==> config.mk <==
export PLATFORM = sky130hd
export DESIGN_NAME = coe_buf_ctrl_flat
export DESIGN_NICKNAME = d
export VERILOG_FILES = /design/src/rtl/coe_buf_ctrl_if.sv /design/src/rtl/coe_buf_ctrl.sv /design/src/flat_wrapper.sv
export SDC_FILE = /design/constraint.sdc
export NUM_CORES = 1
export LEC_CHECK = 0
export CAP_MARGIN = 20
export CORE_MARGIN = 1
export CORE_UTILIZATION = 40
export DETAILED_ROUTE_END_ITERATION = 12
export MAX_ROUTING_LAYER = met4
export PLACE_DENSITY = 0.69
export SYNTH_ARGS = -nofsm -noshare
export SYNTH_HDL_FRONTEND = slang
export SYNTH_SLANG_ARGS = --single-unit
export TNS_END_PERCENT = 50
==> constraint.sdc <==
create_clock -name clk -period 4.6 [get_ports clk]
set_input_delay 0.92 -clock clk [delete_from_list [all_inputs] [get_ports clk]]
set_output_delay 0.92 -clock clk [all_outputs]
set_load 0.005 [all_outputs]
==> src/rtl/coe_buf_ctrl_if.sv <==
// coe_buf_ctrl_if: writer stream, reader stream and both RAM ports of the ping-pong buffer.
`ifndef PIXEL_WIDTH
`define PIXEL_WIDTH 4
`endif
interface coe_buf_ctrl_if #(parameter int AW = 9, parameter int DW = `PIXEL_WIDTH*8);
  logic          wr_valid;
  logic [1:0]    wr_half;
  logic [DW-1:0] wr_data;
  logic          wr_last;
  logic          wr_ready;
  logic          rd_valid;
  logic [DW-1:0] rd_data;
  logic          rd_last;
  logic          rd_ready;
  logic [1:0]    ram_a_we;
  logic [AW-1:0] ram_a_addr;
  logic [DW-1:0] ram_a_data;
  logic          ram_b_re;
  logic [AW-1:0] ram_b_addr;
  logic [DW-1:0] ram_b_data;
  modport master (
    input  wr_valid, wr_half, wr_data, wr_last, rd_ready, ram_b_data,
    output wr_ready, rd_valid, rd_data, rd_last, ram_a_we, ram_a_addr, ram_a_data, ram_b_re, ram_b_addr
  );
  modport slave (
    output wr_valid, wr_half, wr_data, wr_last, rd_ready, ram_b_data,
    input  wr_ready, rd_valid, rd_data, rd_last, ram_a_we, ram_a_addr, ram_a_data, ram_b_re, ram_b_addr
  );
endinterface

==> src/rtl/coe_buf_ctrl.sv <==
// coe_buf_ctrl: two-bank ping-pong buffer controller with a 2-entry output skid buffer.
// Define COE_BUF_OVF_ERR_EN to get the sticky err_ovf output for blocks forced closed at 256 words.
`ifndef PIXEL_WIDTH
`define PIXEL_WIDTH 4
`endif
module coe_buf_ctrl #(parameter int BANK_AW = 8) (
  input  logic clk,
  input  logic rst_n,
`ifdef COE_BUF_OVF_ERR_EN
  output logic err_ovf,
`endif
  coe_buf_ctrl_if.master bus
);
  localparam int LW = BANK_AW + 1;
  localparam int DW = `PIXEL_WIDTH*8;
  typedef enum logic [1:0] {EMPTY, FILLING, FULL, DRAINING} bank_st_e;
  bank_st_e st_q [2];
  bank_st_e st_d [2];
  logic [LW-1:0] len_q [2];
  logic [LW-1:0] len_d [2];
  logic wbank_q, wbank_d, rbank_q, rbank_d;
  logic [BANK_AW-1:0] wcnt_q, wcnt_d;
  logic [LW-1:0] rcnt_q, rcnt_d;
  logic [DW-1:0] sk_data_q [2];
  logic [DW-1:0] sk_data_d [2];
  logic sk_last_q [2];
  logic sk_last_d [2];
  logic [1:0] sk_cnt_q, sk_cnt_d;
  logic inf_q, inf_last_q;
  logic acc, close, re, last_rd, pop;
  logic [DW-1:0] it1_data;
  logic it1_last;
  assign bus.wr_ready = st_q[wbank_q] == EMPTY || st_q[wbank_q] == FILLING;
  assign acc = bus.wr_valid && bus.wr_ready && bus.wr_half != 2'b11;
  assign close = acc && (bus.wr_last || &wcnt_q);
  // the word already in flight from the RAM reserves a skid slot
  assign re = (st_q[rbank_q] == FULL || st_q[rbank_q] == DRAINING) && rcnt_q < len_q[rbank_q]
              && (3'(sk_cnt_q) + 3'(inf_q)) < 3'd2;
  assign last_rd = re && rcnt_q == len_q[rbank_q] - LW'(1);
  assign pop = bus.rd_valid && bus.rd_ready;
  assign bus.ram_a_we = acc ? bus.wr_half : 2'b11;
  assign bus.ram_a_addr = {wbank_q, wcnt_q};
  assign bus.ram_a_data = bus.wr_data;
  assign bus.ram_b_re = re;
  assign bus.ram_b_addr = {rbank_q, rcnt_q[BANK_AW-1:0]};
  // an empty skid buffer falls through to the word arriving from the RAM
  assign bus.rd_valid = sk_cnt_q != 2'd0 || inf_q;
  assign bus.rd_data = sk_cnt_q != 2'd0 ? sk_data_q[0] : bus.ram_b_data;
  assign bus.rd_last = sk_cnt_q != 2'd0 ? sk_last_q[0] : inf_last_q;
  assign it1_data = sk_cnt_q > 2'd1 ? sk_data_q[1] : bus.ram_b_data;
  assign it1_last = sk_cnt_q > 2'd1 ? sk_last_q[1] : inf_last_q;
  always_comb begin
    st_d = st_q;
    len_d = len_q;
    wbank_d = wbank_q;
    wcnt_d = wcnt_q;
    rbank_d = rbank_q;
    rcnt_d = rcnt_q;
    if (acc) begin
      st_d[wbank_q] = close ? FULL : FILLING;
      wcnt_d = close ? '0 : wcnt_q + BANK_AW'(1);
      wbank_d = wbank_q ^ close;
      if (close) len_d[wbank_q] = LW'(wcnt_q) + LW'(1);
    end
    if (re) begin
      st_d[rbank_q] = last_rd ? EMPTY : DRAINING;
      rcnt_d = last_rd ? '0 : rcnt_q + LW'(1);
      rbank_d = rbank_q ^ last_rd;
    end
    sk_data_d[0] = pop ? it1_data : bus.rd_data;
    sk_last_d[0] = pop ? it1_last : bus.rd_last;
    sk_data_d[1] = pop ? bus.ram_b_data : it1_data;
    sk_last_d[1] = pop ? inf_last_q : it1_last;
    sk_cnt_d = sk_cnt_q + 2'(inf_q) - 2'(pop);
  end
  always_ff @(posedge clk) begin
    if (!rst_n) begin
      st_q <= '{EMPTY, EMPTY};
      len_q <= '{'0, '0};
      wbank_q <= 1'b0;
      rbank_q <= 1'b0;
      wcnt_q <= '0;
      rcnt_q <= '0;
      sk_data_q <= '{'0, '0};
      sk_last_q <= '{1'b0, 1'b0};
      sk_cnt_q <= '0;
      inf_q <= 1'b0;
      inf_last_q <= 1'b0;
    end else begin
      st_q <= st_d;
      len_q <= len_d;
      wbank_q <= wbank_d;
      rbank_q <= rbank_d;
      wcnt_q <= wcnt_d;
      rcnt_q <= rcnt_d;
      sk_data_q <= sk_data_d;
      sk_last_q <= sk_last_d;
      sk_cnt_q <= sk_cnt_d;
      inf_q <= re;
      inf_last_q <= last_rd;
    end
  end
`ifdef COE_BUF_OVF_ERR_EN
  logic err_ovf_q;
  always_ff @(posedge clk) begin
    if (!rst_n) err_ovf_q <= 1'b0;
    else if (acc && &wcnt_q && !bus.wr_last) err_ovf_q <= 1'b1;
  end
  assign err_ovf = err_ovf_q;
`endif
endmodule

==> src/flat_wrapper.sv <==
// flat-port wrapper written by rule: the top's interface ports become plain ports
module coe_buf_ctrl_flat 
#(parameter int BANK_AW = 8)
  (clk, rst_n, bus_wr_valid, bus_wr_half, bus_wr_data, bus_wr_last, bus_rd_ready, bus_ram_b_data, bus_wr_ready, bus_rd_valid, bus_rd_data, bus_rd_last, bus_ram_a_we, bus_ram_a_addr, bus_ram_a_data, bus_ram_b_re, bus_ram_b_addr);
  coe_buf_ctrl_if #(.AW(9), .DW((`PIXEL_WIDTH*8))) bus_i ();
  input  logic clk;
  input  logic rst_n;
  input wire logic [$bits(bus_i.wr_valid)-1:0] bus_wr_valid;
  input wire logic [$bits(bus_i.wr_half)-1:0] bus_wr_half;
  input wire logic [$bits(bus_i.wr_data)-1:0] bus_wr_data;
  input wire logic [$bits(bus_i.wr_last)-1:0] bus_wr_last;
  input wire logic [$bits(bus_i.rd_ready)-1:0] bus_rd_ready;
  input wire logic [$bits(bus_i.ram_b_data)-1:0] bus_ram_b_data;
  output wire logic [$bits(bus_i.wr_ready)-1:0] bus_wr_ready;
  output wire logic [$bits(bus_i.rd_valid)-1:0] bus_rd_valid;
  output wire logic [$bits(bus_i.rd_data)-1:0] bus_rd_data;
  output wire logic [$bits(bus_i.rd_last)-1:0] bus_rd_last;
  output wire logic [$bits(bus_i.ram_a_we)-1:0] bus_ram_a_we;
  output wire logic [$bits(bus_i.ram_a_addr)-1:0] bus_ram_a_addr;
  output wire logic [$bits(bus_i.ram_a_data)-1:0] bus_ram_a_data;
  output wire logic [$bits(bus_i.ram_b_re)-1:0] bus_ram_b_re;
  output wire logic [$bits(bus_i.ram_b_addr)-1:0] bus_ram_b_addr;
  assign bus_i.wr_valid = bus_wr_valid;
  assign bus_i.wr_half = bus_wr_half;
  assign bus_i.wr_data = bus_wr_data;
  assign bus_i.wr_last = bus_wr_last;
  assign bus_i.rd_ready = bus_rd_ready;
  assign bus_i.ram_b_data = bus_ram_b_data;
  assign bus_wr_ready = bus_i.wr_ready;
  assign bus_rd_valid = bus_i.rd_valid;
  assign bus_rd_data = bus_i.rd_data;
  assign bus_rd_last = bus_i.rd_last;
  assign bus_ram_a_we = bus_i.ram_a_we;
  assign bus_ram_a_addr = bus_i.ram_a_addr;
  assign bus_ram_a_data = bus_i.ram_a_data;
  assign bus_ram_b_re = bus_i.ram_b_re;
  assign bus_ram_b_addr = bus_i.ram_b_addr;
  coe_buf_ctrl #(.BANK_AW(BANK_AW)) u_core (.clk(clk), .rst_n(rst_n), .bus(bus_i));
endmodule
Word-level counts from Yosys, hierarchy flattened
Index checks and enable logic that the tools add are counted.
{"block": "totals", "ff_bits": 111, "latchBits": 0, "mem_bits_rw": 0, "rom_bits": 0, "out_inout_bits": 88, "elab_cells": 88, "mem_count": 0}
{"block": "classes", "n_addsub": 7, "multipliers": 0, "n_div": 0, "order_cmp": 7, "n_eq_ne": 5, "n_shift": 0, "n_mux": 33, "bitwise_logic": 4, "reduce_logical": 17}
{"operator": "2-to-1 mux 32 bit", "n": 4}
{"operator": "2-to-1 mux 9 bit", "n": 5}
{"operator": "2-to-1 mux 2 bit", "n": 11}
{"operator": "bitwise mux 18 bit", "n": 1}
{"operator": "adder 8 x 1 -> 9 bit, second input constant", "n": 1}
{"operator": "adder 9 x 1 -> 9 bit, second input constant", "n": 1}
{"operator": "demux 9 bit (select 1 bit)", "n": 1}
{"operator": "equality test 9 bit", "n": 1}
{"operator": "logical AND 1 bit", "n": 9}
{"operator": "< comparator 9 bit", "n": 1}
{"operator": "subtractor 9 x 1 -> 9 bit, second input constant", "n": 1}
{"operator": "adder 8 x 1 -> 8 bit, second input constant", "n": 1}
{"operator": "bitwise mux 4 bit", "n": 2}
{"operator": "2-to-1 mux 4 bit", "n": 2}
{"operator": "2-to-1 mux 8 bit", "n": 1}
{"operator": "AND reduction 8 bit", "n": 1}
{"operator": "demux 2 bit (select 1 bit)", "n": 2}
{"operator": "equality test 2 bit, second input constant", "n": 2}
{"operator": ">= comparator 2 bit, second input constant", "n": 2}
{"operator": "logical OR 1 bit", "n": 4}
{"operator": "< comparator 2 x 1 -> 1 bit, second input constant", "n": 2}
{"operator": "2-to-1 mux 1 bit", "n": 4}
{"operator": "inverter 1 -> 2 bit", "n": 2}
{"operator": "adder 2 x 1 -> 3 bit", "n": 1}
{"operator": "10 further kinds", "n": 11}

Depth between registers and ports, before layout
{"block": "logic_depth", "word_depth": 14, "ltp_mapped": 14, "ltp_nobuf": 11}

Worst setup path after synthesis
Ideal clock, no wire load.
{"block": "synth_timing", "path_type": "register -> output", "start": "register u_core.rbank_q", "end": "output port bus_ram_b_re", "t_arrival_ns": 2.241, "required_ns": 3.680, "slack_ns": 1.439, "stages_incl_launch_ff": 9, "cell_sequence": "dfxtp_1 buf_6 mux2i_1 ha_1 a22o_1 or4_1 or2_2 buf_2 inv_2"}
{"block": "synth_via", "elab_chain_len": 8, "word_cells_on_any_way": 13}
{"item": "from (decl)", "line_no": "coe_buf_ctrl.sv:21", "text": "logic wbank_q, wbank_d, rbank_q, rbank_d;"}
{"item": "from (signal assigned)", "line_no": "coe_buf_ctrl.sv:93", "text": "rbank_q <= rbank_d;"}
{"item": "inverter 1 -> 2 bit (not written as such) (*)", "line_no": "coe_buf_ctrl.sv:37", "text": "assign re = (st_q[rbank_q] == FULL || st_q[rbank_q] == DRAINING) && rcnt_q < len_q[rbank_q]"}
{"item": "parallel branches: the longest is 5 deep, another holds < comparator 9 bit"}
{"item": "logical AND 1 bit (*)", "line_no": "coe_buf_ctrl.sv:37"}
{"item": "logical AND 1 bit (*)", "line_no": "coe_buf_ctrl.sv:38", "text": "&& (3'(sk_cnt_q) + 3'(inf_q)) < 3'd2;"}
{"item": "to (decl)", "line_no": "flat_wrapper.sv:21", "text": "output wire logic [$bits(bus_i.ram_b_re)-1:0] bus_ram_b_re;"}
Mark *: on every way between the ends. The select of a mux whose other input is x is not followed.

Worst setup path after layout
Ends and elaborated chain as after synthesis.

==> impl_metrics.env <==
export IMPL_outcome="finished, final reports clean"
export IMPL_drv_slew=0
export IMPL_ys_flop_type="dfxtp_1"
export IMPL_cts_tree="done"
export IMPL_final_hold_viol_count=0
export IMPL_syn_nets=793
export IMPL_drive_gt1_share_pct=10.1
export IMPL_fin_crit_sh_pct=94.8
export IMPL_areaGrowthSynthToFinish_pct=17.7
export IMPL_synth_compound_area_share_pct=11.8
export IMPL_core_um2=14100
export IMPL_synthMuxAreaShare_pct=15.2
export IMPL_cts_path_max_buffers=2
export IMPL_setup_violations_final=0
export IMPL_routedWlPerCell_um=14.2
export IMPL_detail_route_antenna_nets=0
export IMPL_clock_fmax_mhz=229
export IMPL_nFillCells=1335
export IMPL_crit_start="u_core.rbank_q"
export IMPL_drt_iter0_markers=300
export IMPL_power_share_clock_pct=22.2
export IMPL_cts_resized_gates=0
export IMPL_vias_per_cell=5.24
export IMPL_clockRootBuffer="clkbuf_16"
export IMPL_syn_area_um2=5860
export IMPL_grt_max_degree=67
export IMPL_p_leak_nw=2.54
export IMPL_io_buffers=94
export IMPL_synthAdderAreaFrac_pct=2.99
export IMPL_synth_xor_area_share_pct=2.99
export IMPL_grt_usage_pct=18.4
export IMPL_worst_setup_path_type="reg -> out"
export IMPL_layout_nets=821
export IMPL_cts_made_buffers=9
export IMPL_ir_worst_vdd_v=0.000352
export IMPL_power_frac_seq_pct=33.6
export IMPL_postCtsHoldBufs=0
export IMPL_switching_share_pct=32.9
export IMPL_yosysSeqAreaShare_pct=37.2
export IMPL_post_dp_hpwl_um=9110
export IMPL_pre_cts_slack_ns=0.619
export IMPL_antenna_found_initial=0
export IMPL_holdWs_ns=0.455
export IMPL_insertion_delay_ns=0.35
export IMPL_rsz0062_at_grt="no"
export IMPL_total_power_mw=3.57
export IMPL_gr_total_overflow=0
export IMPL_syn_inst=708
export IMPL_worst_slew_margin_rel_pct=31.7
export IMPL_hp_start="u_core.sk_last_q[0]"
export IMPL_synthSimpleGateAreaFrac_pct=20.3
export IMPL_drv_cap=0
export IMPL_ys_seq_elements=109
export IMPL_synth_warnings=0
export IMPL_drc_errors=0
export IMPL_r2r_start="u_core.rbank_q"
export IMPL_power_density_nw_per_um2=517
export IMPL_dr_pass1_iters=4
export IMPL_skew_ns=0.00860
export IMPL_worst_slack_ns=0.239
export IMPL_ioPinCount=159
export IMPL_cp_start_kind="flop"
export IMPL_seq_area_um2=2180
export IMPL_reg2reg_slack_ns=1.38
export IMPL_drt_total_wl_um=13100
export IMPL_die_h_um=123
export IMPL_die_w_um=123
export IMPL_cp_end_kind="primary output"
export IMPL_worst_path_max_fanout=15
export IMPL_intPower_mw=2.40
export IMPL_postSynthAreaPerCell_um2=8.28
export IMPL_cts_htree_levels=3
export IMPL_post_cts_buffers=0
export IMPL_switching_power_mw=1.17
export IMPL_tightest_slew_ns=1.02
export IMPL_async_flop_share_pct=0
export IMPL_setup_tns_ns=0
export IMPL_yosysUniqueCellTypes=54
export IMPL_insertedDiodeCount=0
export IMPL_rows=43
export IMPL_hp_class="reg -> reg"
export IMPL_crit_arrival_ns=3.44
export IMPL_multi_input_area_um2=3130
export IMPL_synth_edf_count=0
export IMPL_clock_sinks=109
export IMPL_grt_pass1_wl_um=21600
export IMPL_period_minus_slack_ns=4.36
export IMPL_path_clk_slew_ns=0.07
export IMPL_synth_top_family_by_area="simple AND/OR/NAND/NOR gates"
export IMPL_grt_pass1_vias=4490
export IMPL_crit_required_ns=3.68
export IMPL_start_util_pct=41.6
export IMPL_vias=4830
export IMPL_place_congestion=0.836
export IMPL_dieArea_um2=15100
export IMPL_p_comb_share_pct=44.2
==> critical path, cell delays in order, from the launching register on <==
cell and delay, ns:
dfxtp_1 0.54, buf_4 0.32, mux2i_1 0.28, ha_1 0.27
nor2b_1 0.13, o21a_1 0.15, o21ai_0 0.21, a21oi_1 0.09
or2_2 0.39, inv_2 0.19, clkdlybuf4s50_1 0.53
==> kinds of logic after synthesis <==
kind of cell	Yosys count
AND/OR/NAND/NOR	263
AO/OA/AOI/OAI	119
flip-flops	109
buffers and inverters	100
multiplexers	83
XOR/XNOR	20
adder cells (fa/ha/maj)	14
==> final timing paths <==
kind / cells past startpoint / endpoint
min reg2reg: 2 / u_core.sk_last_q[0]
min: 2 / u_core.sk_last_q[0]
max reg2reg: 9 / u_core.st_q[1]
max: 10 / bus_ram_b_re
==> power by group through the flow <==
stage	Sequential [mW]	Combinational [mW]	Clock, mW
2_1_floorplan	1.19	1.05	0
3_3_place_gp	1.21	1.56	0
3_5_place_dp	1.22	1.59	0
4_1_cts	1.20	1.60	0.809
5_1_grt	1.21	1.74	0.854
6_report	1.20	1.58	0.792
==> synth_stat cells (all sizes together) (2+ instances only) <==
cell type	instances	share of area, %
nor2	111	7.1
dfxtp	109	37
a21oi	81	6.9
nand2	77	4.9
buf	57	6.8
mux2i	50	8.8
mux2	33	6.3
clkbuf	28	1.8
nor3	20	1.8
xnor2	16	2.4
inv	15	0.96
nand3	15	1.3
ha	14	3.0
nand4	11	1.2
o21ai	9	0.77
a211oi	8	1.0
o211ai	8	1.1
and3	5	0.53
or2	4	0.43
xor2	4	0.60
nor3b	3	0.56
o21a	3	0.38
or3	3	0.41
a22oi	2	0.26
and2	2	0.21
nand2b	2	0.21
nand4b	2	0.30
nor2b	2	0.21
nor4b	2	0.30
o2111ai	2	0.41
==> flip-flops by register name, summed over array words and instances, names as in the netlist <==
register and cells:
u_core.sk_last_q 2, u_core.wcnt_q 8, u_core.st_q 2, u_core.len_q 18, u_core.inf_q 1, u_core.sk_data_q 64
u_core.rcnt_q 9, u_core.rbank_q 1, u_core.wbank_q 1, u_core.sk_cnt_q 2, u_core.inf_last_q 1
==> layer usage <==
layer	wire [um]	vias up	track usage (%)	part of all wire, %
met4	191	0	7.00	1.5
met5	0	-	-	0
met1	6400	2273	24.4	49
met2	5980	103	28.3	46
li1	-	2438	-	-
met3	555	16	2.68	4.2
==> per-stage QoR <==
stage	area, um^2	std cells	utilization, %
6_report	6900	921	48.9
5_1_grt	6900	921	48.9
4_1_cts	6900	921	48.9
3_5_place_dp	6600	905	46.8
3_3_place_gp	6600	905	46.8
2_1_floorplan	5860	708	-
==> cell usage in the layout, fill, tap and decap left out, types with 3 or more instances in the layout <==
cell / instances
nor2_1: 110
nand3_1: 15
nand4_1: 11
clkbuf_16: 9
o21a_1: 3
o21ai_0: 9
ha_1: 14
a21oi_1: 81
or2_2: 3
xnor2_1: 16
xor2_1: 4
buf_4: 8
mux2i_1: 48
dfxtp_1: 108
mux2_2: 33
clkdlybuf4s50_1: 94
o211ai_1: 7
inv_1: 13
nand2_1: 76
a211oi_1: 8
nor3_1: 19
and3_1: 5
==> final cells by class <==
type                            count  share of cell area, %
Clock buffer                       11                   3.52
Clock inverter                      5                  0.835
Inverter                           15                  0.816
Multi-Input combinational cell    499                   45.4
Sequential cell                   109                   31.7
Tap cell                          180                   3.27
Timing Repair Buffer              102                   14.5
Power figures use the tool's default switching activity.
